`src/rtl/arb_pkg.sv`:
```
// Shared types and constants for the 8-way round-robin arbiter.
package arb_pkg;

    localparam int N        = 8;
    localparam int IDX_W    = 3;
    localparam int MAX_HOLD = 16;
    localparam int HOLD_W   = $clog2(MAX_HOLD) + 1;

    typedef enum logic {
        ARB_IDLE,
        ARB_BUSY
    } arb_state_t;

    typedef logic [IDX_W-1:0] arb_idx_t;

    function automatic logic [N-1:0] idx2onehot(arb_idx_t i);
        logic [N-1:0] oh;
        oh    = '0;
        oh[i] = 1'b1;
        return oh;
    endfunction

endpackage

```
`src/rtl/rr_arbiter8_if.sv`:
```
// Request/grant bundle between requesting engines and the arbiter.
interface rr_arbiter8_if
    import arb_pkg::*;
();

    logic [N-1:0] req;
    logic         done;
    logic [N-1:0] gnt;
    arb_idx_t     gnt_idx;
    logic         gnt_valid;
    logic         timeout;

    modport master (
        output req,
        output done,
        input  gnt,
        input  gnt_idx,
        input  gnt_valid,
        input  timeout
    );

    modport slave (
        input  req,
        input  done,
        output gnt,
        output gnt_idx,
        output gnt_valid,
        output timeout
    );

endinterface

```
`src/rtl/prio_enc8.sv`:
```
// Rotating 8-to-3 priority encoder: first set bit at or after ptr, wrapping.
module prio_enc8
    import arb_pkg::*;
(
    input  logic [N-1:0] vec,
    input  arb_idx_t     ptr,
    output arb_idx_t     idx,
    output logic         valid
);

    logic [2*N-1:0] dbl;
    logic [N-1:0]   rot;
    arb_idx_t       off;

    assign dbl = {vec, vec} >> ptr;
    assign rot = dbl[N-1:0];

    // Scan high to low so the lowest set bit wins.
    always_comb begin
        off = '0;
        for (int i = N - 1; i >= 0; i--) begin
            if (rot[i]) off = IDX_W'(i);
        end
    end

    assign idx   = off + ptr;
    assign valid = |vec;

endmodule

```
`src/rtl/rr_arbiter8.sv`:
```
// Round-robin arbiter, 8 requesters, grant held until done or request drop.
// Optional grant watchdog enabled by defining ARB_TIMEOUT_EN.
module rr_arbiter8
    import arb_pkg::*;
(
    input  logic             clk,
    input  logic             rst_n,
    rr_arbiter8_if.slave     bus
);

    arb_state_t   state;
    arb_idx_t     ptr;
    arb_idx_t     win;
    logic         any;
    logic [N-1:0] gnt_q;
    arb_idx_t     idx_q;
    logic         valid_q;
    logic         rel_norm;
    logic         expire;
    logic         release_now;

    prio_enc8 u_enc (
        .vec   (bus.req),
        .ptr   (ptr),
        .idx   (win),
        .valid (any)
    );

    assign rel_norm    = bus.done | ~bus.req[idx_q];
    assign release_now = rel_norm | expire;

`ifdef ARB_TIMEOUT_EN
    logic [HOLD_W-1:0] hold;
    logic              to_q;

    assign expire = (state == ARB_BUSY) &&
                    (hold == HOLD_W'(MAX_HOLD - 1));

    // A normal release in the expiry cycle suppresses the pulse.
    always_ff @(posedge clk or negedge rst_n) begin
        if (!rst_n) begin
            hold <= '0;
            to_q <= 1'b0;
        end else begin
            to_q <= 1'b0;
            if (state == ARB_IDLE || rel_norm) begin
                hold <= '0;
            end else if (expire) begin
                hold <= '0;
                to_q <= 1'b1;
            end else begin
                hold <= hold + 1'b1;
            end
        end
    end

    assign bus.timeout = to_q;
`else
    assign expire      = 1'b0;
    assign bus.timeout = 1'b0;
`endif

    always_ff @(posedge clk or negedge rst_n) begin
        if (!rst_n) begin
            state   <= ARB_IDLE;
            ptr     <= '0;
            gnt_q   <= '0;
            idx_q   <= '0;
            valid_q <= 1'b0;
        end else begin
            unique case (state)
                ARB_IDLE: begin
                    if (any) begin
                        gnt_q   <= idx2onehot(win);
                        idx_q   <= win;
                        valid_q <= 1'b1;
                        state   <= ARB_BUSY;
                    end
                end
                ARB_BUSY: begin
                    if (release_now) begin
                        gnt_q   <= '0;
                        idx_q   <= '0;
                        valid_q <= 1'b0;
                        ptr     <= idx_q + 1'b1;
                        state   <= ARB_IDLE;
                    end
                end
                default: state <= ARB_IDLE;
            endcase
        end
    end

    assign bus.gnt       = gnt_q;
    assign bus.gnt_idx   = idx_q;
    assign bus.gnt_valid = valid_q;

endmodule

```
`src/flat_wrapper.sv`:
```
// flat-port wrapper written by rule: the top's interface ports become plain ports
module rr_arbiter8_flat import arb_pkg::*;
  (clk, rst_n, bus_req, bus_done, bus_gnt, bus_gnt_idx, bus_gnt_valid, bus_timeout);
  rr_arbiter8_if bus_i ();
  input  logic clk;
  input  logic rst_n;
  input wire logic [$bits(bus_i.req)-1:0] bus_req;
  input wire logic [$bits(bus_i.done)-1:0] bus_done;
  output wire logic [$bits(bus_i.gnt)-1:0] bus_gnt;
  output wire logic [$bits(bus_i.gnt_idx)-1:0] bus_gnt_idx;
  output wire logic [$bits(bus_i.gnt_valid)-1:0] bus_gnt_valid;
  output wire logic [$bits(bus_i.timeout)-1:0] bus_timeout;
  assign bus_i.req = bus_req;
  assign bus_i.done = bus_done;
  assign bus_gnt = bus_i.gnt;
  assign bus_gnt_idx = bus_i.gnt_idx;
  assign bus_gnt_valid = bus_i.gnt_valid;
  assign bus_timeout = bus_i.timeout;
  rr_arbiter8 u_core (.clk(clk), .rst_n(rst_n), .bus(bus_i));
endmodule
```
`config.mk`:
```
export PLATFORM = sky130hd
export DESIGN_NAME = rr_arbiter8_flat
export DESIGN_NICKNAME = d
export VERILOG_FILES = /design/src/rtl/arb_pkg.sv /design/src/rtl/rr_arbiter8_if.sv /design/src/rtl/prio_enc8.sv /design/src/rtl/rr_arbiter8.sv /design/src/flat_wrapper.sv
export SDC_FILE = /design/constraint.sdc
export NUM_CORES = 1
export LEC_CHECK = 0
export ABC_CLOCK_PERIOD_IN_PS = 4300
export BUFFER_PORTS_ARGS = -buffer_cell sky130_fd_sc_hd__buf_2
export CAP_MARGIN = 30
export CORE_MARGIN = 2
export CORE_UTILIZATION = 55
export CTS_CLUSTER_SIZE = 10
export DETAILED_ROUTE_END_ITERATION = 10
export PLACE_DENSITY = 0.86
export SYNTH_ARGS = -nofsm -noshare
export SYNTH_HDL_FRONTEND = slang
export SYNTH_HIERARCHICAL = 1
export SYNTH_SLANG_ARGS = --single-unit
```
`constraint.sdc`:
```
create_clock -name clk -period 4.3 [get_ports clk]
set_input_delay 0.86 -clock clk [delete_from_list [all_inputs] [get_ports clk]]
set_output_delay 0.86 -clock clk [all_outputs]
set_load 0.005 [all_outputs]
```
======== After elaboration in Yosys (flattened, before gate mapping) ========
Cells that the tools add are included.
storage, ports and cells
  input port bits ......................... 11
  memories kept ........................... 0
  bits in writable memories ............... 0
  bits in latches ......................... 0
  flip-flop bits (word level) ............. 16
  ROM bits ................................ 0
cells by class
  divide/modulo/power cells ............... 0
  magnitude comparators ................... 3
  eq/ne operators ......................... 2
  $mul .................................... 0
  $add $sub $neg .......................... 2
  shift-type cells ........................ 1
  bitwise operators ....................... 3
  reductions and logical operators ........ 4
  multiplexer cells ....................... 24
operators by type and width
  operator                                                            number
  two-way mux 3 bit                                                   10
  two-way mux 8 bit                                                   2
  case mux 8 bit (2 select lines)                                     1
  >> shifter 16 x 3 -> 8 bit                                          1
  < comparator 3 x 4 -> 1 bit (second input constant)                 2
  OR reduction 8 bit                                                  1
  two-way mux 1 bit                                                   6
  case mux 3 bit (2 select lines)                                     1
  case mux 1 bit (2 select lines)                                     2
  AND reduction 2 bit                                                 2
  adder 3 x 1 -> 3 bit (second input constant)                        1
  adder 3 bit                                                         1
  binary-select mux 1 bit (select 3 bit)                              1
  demux 1 bit (select 3 bit)                                          1
  greater-or-equal comparator 3 x 1 -> 1 bit (second input constant)  1
  != test 2 x 1 -> 1 bit (second input constant)                      1
  != test 2 bit (second input constant)                               1
  inverter 1 bit                                                      2
  logical AND 1 bit                                                   1
  bitwise OR 1 bit                                                    1

======== Depth between registers and ports, before layout ========
  depth after elaboration ................. 16
  mapped depth ............................ 15
  depth with buffers taken out ............ 13

======== Modules after synthesis ========
The synthesis kept the hierarchy.
modules (own cells, without submodules)
  module       instances  cells an instance  sequential area each (sq um)  area each (sq um)
  rr_arbiter8  1          79                 400.4                         834.6
  prio_enc8    1          50                 0.0                           519.2

======== Worst setup path after synthesis ========
No wires, ideal clock.
  path type ............................... input to register
  from .................................... in bus_req[7]
  to ...................................... reg u_core.gnt_q[3] (netlist: u_core/bus.gnt[3])
  setup time .............................. 126 ps
  setup slack ............................. 588 ps
  stages on the path ...................... 14
  arrival time ............................ 3,586 ps
  buffers on the path ..................... 1
  data required time ...................... 4,174 ps
  path through ............................ mux4_1 mux2i_1 o311ai_0 a21bo_2 a31oi_1 ha_1 inv_1 fa_1 xnor2_1 xnor2_1 clkbuf_1 and4b_1 a21oi_1 o22ai_1
on the way
  longest elaborated chain between the ends .. 16
ends and longest elaborated chain
  item                                                                                                             RTL line           text
  start: declaration                                                                                               flat_wrapper.sv:7  input wire logic [$bits(bus_i.req)-1:0] bus_req;
  >> shifter 16 x 3 -> 8 bit *                                                                                     prio_enc8.sv:15    assign dbl = {vec, vec} >> ptr;
  two-way mux 3 bit (7 in series)                                                                                  prio_enc8.sv:22    if (rot[i]) off = IDX_W'(i);
  two-way mux 3 bit *                                                                                              prio_enc8.sv:22
  adder 3 bit *                                                                                                    prio_enc8.sv:26    assign idx = off + ptr;
  net u_core.win[2]                                                                                                rr_arbiter8.sv:13  arb_idx_t win;
  < comparator 3 x 4 -> 1 bit (not written as such) or greater-or-equal comparator 3 x 1 -> 1 bit (tied branches)  arb_pkg.sv:19      oh[i] = 1'b1;
  logical AND 1 bit (not written as such)                                                                          arb_pkg.sv:19
  two-way mux 1 bit (not written as such)                                                                          arb_pkg.sv:19
  demux 1 bit (select 3 bit) *                                                                                     -
  two-way mux 8 bit *                                                                                              rr_arbiter8.sv:73  if (any) begin
  case mux 8 bit (2 select lines) *                                                                                rr_arbiter8.sv:71  unique case (state)
  end signal: assignment                                                                                           rr_arbiter8.sv:74  gnt_q <= idx2onehot(win);
  end: declaration                                                                                                 rr_arbiter8.sv:15  logic [N-1:0] gnt_q;
The timed path passes the listed nets; every way through them passes the cells marked *. The select of a mux whose other input is x is not followed.
A chain may end at the register's enable or synchronous reset.

======== Worst setup path in the final report ========
  from .................................... reg u_core.ptr[0]
  to ...................................... reg u_core.gnt_q[1] (netlist: u_core/bus.gnt[1])
on the way
  longest elaborated chain between the ends .. 16
ends and longest elaborated chain
  item                                                                                                             RTL line           text
  start: declaration                                                                                               rr_arbiter8.sv:12  arb_idx_t ptr;
  start signal: assignment                                                                                         rr_arbiter8.sv:85  ptr <= idx_q + 1'b1;
  >> shifter 16 x 3 -> 8 bit                                                                                       prio_enc8.sv:15
  two-way mux 3 bit (8 in series)                                                                                  prio_enc8.sv:22
  adder 3 bit *                                                                                                    prio_enc8.sv:26
  net u_core.win[2]                                                                                                rr_arbiter8.sv:13
  < comparator 3 x 4 -> 1 bit (not written as such) or greater-or-equal comparator 3 x 1 -> 1 bit (tied branches)  arb_pkg.sv:19
  logical AND 1 bit (not written as such)                                                                          arb_pkg.sv:19
  two-way mux 1 bit (not written as such)                                                                          arb_pkg.sv:19
  demux 1 bit (select 3 bit) *                                                                                     -
  two-way mux 8 bit *                                                                                              rr_arbiter8.sv:73
  case mux 8 bit (2 select lines) *                                                                                rr_arbiter8.sv:71
Marks and branches as above.

==> flow_results.xml <==
<?xml version="1.0" encoding="UTF-8"?>
<metrics>
  <group name="power">
    <metric name="power_density" unit="nW/um^2">862.0</metric>
    <metric name="p_int" unit="uW">673.2</metric>
    <metric name="power_frac_seq" unit="%">24.3</metric>
    <metric name="power.leakage" unit="uW">0.0007215</metric>
    <metric name="total_switching_power" unit="uW">604.8</metric>
    <metric name="switching_share" unit="%">47.33</metric>
    <metric name="combinationalPowerShare" unit="%">67.4</metric>
    <metric name="irDropWorstVdd" unit="mV">0.5300</metric>
    <metric name="clock_power_share" unit="%">8.3</metric>
  </group>
  <group name="timing">
    <metric name="relSlewSlack" unit="%">44.17</metric>
    <metric name="rsz0062_at_grt" unit="">no</metric>
    <metric name="worst_slew_pin_slew" unit="ns">0.8374</metric>
    <metric name="totalNegativeSetupSlack" unit="ns">0</metric>
    <metric name="finalMaxSlewViolations" unit="">0</metric>
    <metric name="hold_violations" unit="">0</metric>
    <metric name="fmaxAchievable" unit="MHz">253.0</metric>
    <metric name="fin_crit" unit="ns">3.953</metric>
    <metric name="setup_violations" unit="">0</metric>
    <metric name="period_share" unit="%">91.93</metric>
    <metric name="max_clock_skew" unit="ns">0.005258</metric>
  </group>
  <group name="finish">
    <metric name="layout.cell_area.non_filler" unit="sq um">1483</metric>
    <metric name="fillers" unit="">175</metric>
    <metric name="num-nets-final" unit="">163</metric>
    <metric name="layout-drive-gt1-share" unit="%">26.35</metric>
    <metric name="insertedDiodeCount" unit="">0</metric>
    <metric name="flow.area_growth_from_synthesis" unit="%">9.519</metric>
    <metric name="finalNonFillerCells" unit="">176</metric>
  </group>
  <group name="die">
    <metric name="core_area" unit="sq um">2276</metric>
    <metric name="num_io_pins" unit="">24</metric>
    <metric name="die_h" unit="um">53.62</metric>
    <metric name="design.die.area" unit="sq um">2875</metric>
    <metric name="die_w" unit="um">53.62</metric>
    <metric name="fp-row-count" unit="">17</metric>
    <metric name="start_util" unit="%">59.48</metric>
  </group>
  <group name="cts">
    <metric name="ctsRootBufferMaster" unit="">clkbuf_4</metric>
    <metric name="clock_tree_from_tritoncts" unit="">built</metric>
    <metric name="clk_pin_slew" unit="ns">0.10</metric>
    <metric name="clkLatencyLatePin" unit="ns">0.31</metric>
    <metric name="cts_hold_buffers" unit="">0</metric>
    <metric name="cts_max_level" unit="">1</metric>
    <metric name="cts-buffers-inserted" unit="">3</metric>
    <metric name="buffers_from_clock_root_to_sink_at_most" unit="">2</metric>
    <metric name="post_cts_resized" unit="">0</metric>
    <metric name="clock-sinks" unit="">16</metric>
    <metric name="cts_post_setup_buffers_inserted" unit="">0</metric>
  </group>
  <group name="global_route">
    <metric name="grt_max_usage_layer" unit="">met2</metric>
    <metric name="grt_use_total" unit="%">22.28</metric>
    <metric name="grt_start_max_net_pins" unit="">17</metric>
    <metric name="gr-total-overflow" unit="">0</metric>
    <metric name="grt_antenna_before_repair" unit="">0</metric>
    <metric name="first_global_vias" unit="">993</metric>
    <metric name="grt_util_met3" unit="%">5.000</metric>
    <metric name="groute.layer.met1.usage" unit="%">30.45</metric>
    <metric name="grt_pass1_wl" unit="um">4554</metric>
    <metric name="globalRouteMet2Util" unit="%">35.80</metric>
  </group>
  <group name="yosys">
    <metric name="synth_ff_type" unit="">dfrtp_1</metric>
    <metric name="synthDistinctLibCells" unit="">46</metric>
    <metric name="yosys_warns" unit="">6</metric>
    <metric name="avgSynthCellArea" unit="sq um">10.49</metric>
    <metric name="synth-seq-cells" unit="">16</metric>
    <metric name="syn-num-nets" unit="">143</metric>
    <metric name="synth.cell_area" unit="sq um">1354</metric>
    <metric name="ys_seq_area_share" unit="%">29.57</metric>
    <metric name="postSynthCellCount" unit="">129</metric>
    <metric name="synth-edff-count" unit="">0</metric>
    <metric name="async_flop_share" unit="%">100.0</metric>
  </group>
  <group name="placed_design">
    <metric name="placed_cells_incl_taps" unit="">172</metric>
    <metric name="cell_area_after_placement" unit="sq um">1446</metric>
    <metric name="gp_congestion" unit="">0.8909</metric>
    <metric name="post_detailed_placement_half_perimeter_wirelength" unit="um">2016</metric>
    <metric name="count_of_buffers_inserted_at_the_top_level_ports" unit="">22</metric>
  </group>
  <group name="routing">
    <metric name="drc" unit="">0</metric>
    <metric name="detailedRoute.firstPassIterationCount" unit="">4</metric>
    <metric name="postRouteAntennaNets" unit="">0</metric>
    <metric name="drt-wirelength-per-cell" unit="um">15.85</metric>
    <metric name="count_of_routing_violations_after_the_opening_detailed_route_iteration" unit="">26</metric>
    <metric name="wl" unit="um">2789</metric>
    <metric name="via_per_inst" unit="">6.176</metric>
    <metric name="dr_total_vias" unit="">1087</metric>
  </group>
  <group name="critical_path">
    <metric name="worstPathArrival" unit="ns">4.19</metric>
    <metric name="critical_path_class" unit="">register to register</metric>
    <metric name="cp_max_fo" unit="">12</metric>
    <metric name="critPathCaptureType" unit="">register</metric>
    <metric name="startpoint_type" unit="">register</metric>
    <metric name="crit_slowest_cell" unit="">mux4_1</metric>
    <metric name="crit_top_cell" unit="">xnor2_1</metric>
    <metric name="max_stage_delay" unit="ns">0.67</metric>
    <metric name="worstPathCellList" unit="">mux4_1, mux2i_1, o311ai_0, a21bo_2, a31oi_1, ha_1, inv_1, fa_1, xnor2_1, xnor2_1, buf_4, nor4b_1, a21oi_1, o22ai_1</metric>
    <metric name="cp.required" unit="ns">4.53</metric>
    <metric name="r2r_start" unit="">u_core/ptr[0]</metric>
    <metric name="critical_path.startpoint" unit="">u_core/ptr[0]</metric>
  </group>
  <group name="worst_hold_path">
    <metric name="hold_path.class" unit="">input port to asynchronous set/reset pin</metric>
  </group>
  <group name="run_status">
    <metric name="status" unit="">completed</metric>
  </group>
  <group name="job">
    <metric name="cap_viol_max_count" unit="">0</metric>
  </group>
</metrics>
==> power groups by stage <==
stage	combinational [uW]	clock (uW)	sequential (uW)
after floorplan	729	0	257
after global placement	806	0	305
after detailed placement	847	0	314
after CTS	857	108	310
after global routing	949	114	321
final	862	106	311
==> cell type report <==
class / count / area, sq um / share of cell area (%)
Clock buffer: 4 / 36.28 / 2.447
Inverter: 11 / 41.29 / 2.785
Multi-Input combinational cell: 94 / 852.1 / 57.47
Sequential cell: 16 / 400.4 / 27.00
Tap cell: 28 / 35.03 / 2.363
Timing Repair Buffer: 23 / 117.6 / 7.933
==> through the flow <==
stage	setup WS, ns	total power [uW]	hold WS (ns)	util (%)
3_3_place_gp	0.3692	1111	0.4972	63.55
6_report	0.3469	1278	0.4401	65.15
3_5_place_dp	0.1512	1161	0.5016	63.55
5_1_grt	0.1007	1384	0.4502	65.15
2_1_floorplan	0.5881	985.4	0.4764	-
4_1_cts	0.3610	1275	0.4484	65.15
==> synthesized netlist by cell type, types with 2 or more instances <==
library cell | number | area (sq um)
dfrtp_1 | 16 | 400.4
inv_1 | 11 | 41.29
mux2i_1 | 11 | 110.1
nand2_1 | 9 | 33.78
nor2_1 | 9 | 33.78
a21oi_1 | 7 | 35.03
mux4_1 | 7 | 183.9
buf_2 | 3 | 15.01
mux2_2 | 3 | 33.78
mux2_4 | 3 | 45.04
nor3_1 | 3 | 15.01
nor4_1 | 3 | 18.77
o22ai_1 | 3 | 18.77
a22oi_1 | 2 | 15.01
a31oi_1 | 2 | 12.51
buf_6 | 2 | 22.52
ha_1 | 2 | 25.02
nand2b_1 | 2 | 12.51
o211ai_1 | 2 | 15.01
o21ai_0 | 2 | 10.01
xnor2_1 | 2 | 17.52
==> critical path: cells and delay by family (launching register included) <==
kind | cells | cell delay, ns
AO/OA/AOI/OAI | 5 | 0.88
adder cells (fa/ha/maj) | 2 | 0.54
flip-flops | 1 | 0.66
XOR/XNOR | 2 | 0.31
multiplexers | 2 | 0.96
AND/OR/NAND/NOR | 1 | 0.34
buffers and inverters | 2 | 0.22
==> placed cells by master (no fill, tap or decap), drive strengths merged, types with 2 or more instances in the layout <==
cell	count
nor2	9
dfrtp	16
inv	11
mux2i	11
mux4	8
a21oi	8
o21ai	2
nor4	3
a31oi	2
o211ai	2
mux2	6
nand2b	2
xnor2	2
nor3	3
clkbuf	4
a22oi	2
o22ai	3
buf	23
and2	2
nand2	9
ha	2
==> state kept, by name (all words and copies together) (netlist names) <==
signal                flops
u_core/state              1
u_core/bus.gnt_idx        3
u_core/bus.gnt_valid      1
u_core/bus.gnt            8
u_core/ptr                3
==> cells by family after synthesis <==
logic type | count (synthesis) | share of synthesized area [%]
flops | 16 | 29.57
other cells | 1 | 0.2770
xor+xnor | 3 | 1.941
compound gates | 28 | 15.25
fa+ha+maj | 3 | 3.327
simple gates | 34 | 12.94
buf+inv | 19 | 7.486
mux | 25 | 29.21
==> path summary, 6_finish.rpt <==
kind,endpoint,slack (ns),cells past startpoint
max,u_core/bus.gnt[1],0.35,14
min,u_core/bus.gnt[3],0.44,1
max reg2reg,u_core/bus.gnt[1],0.35,14
min reg2reg,u_core/bus.gnt_valid,0.52,2
max in group asynchronous,u_core/bus.gnt_idx[1],3.60,1
min in group clk,u_core/bus.gnt_valid,0.52,2
==> routing by layer <==
| metal | part of all wire [%] | wire length (um) |
|---|---|---|
| met1 | 43 | 1209 |
| met2 | 51 | 1420 |
| met3 | 4.8 | 134 |
| met4 | 0.90 | 25 |
| met5 | 0 | 0 |
No activity file was read; power rests on OpenSTA's default activity.
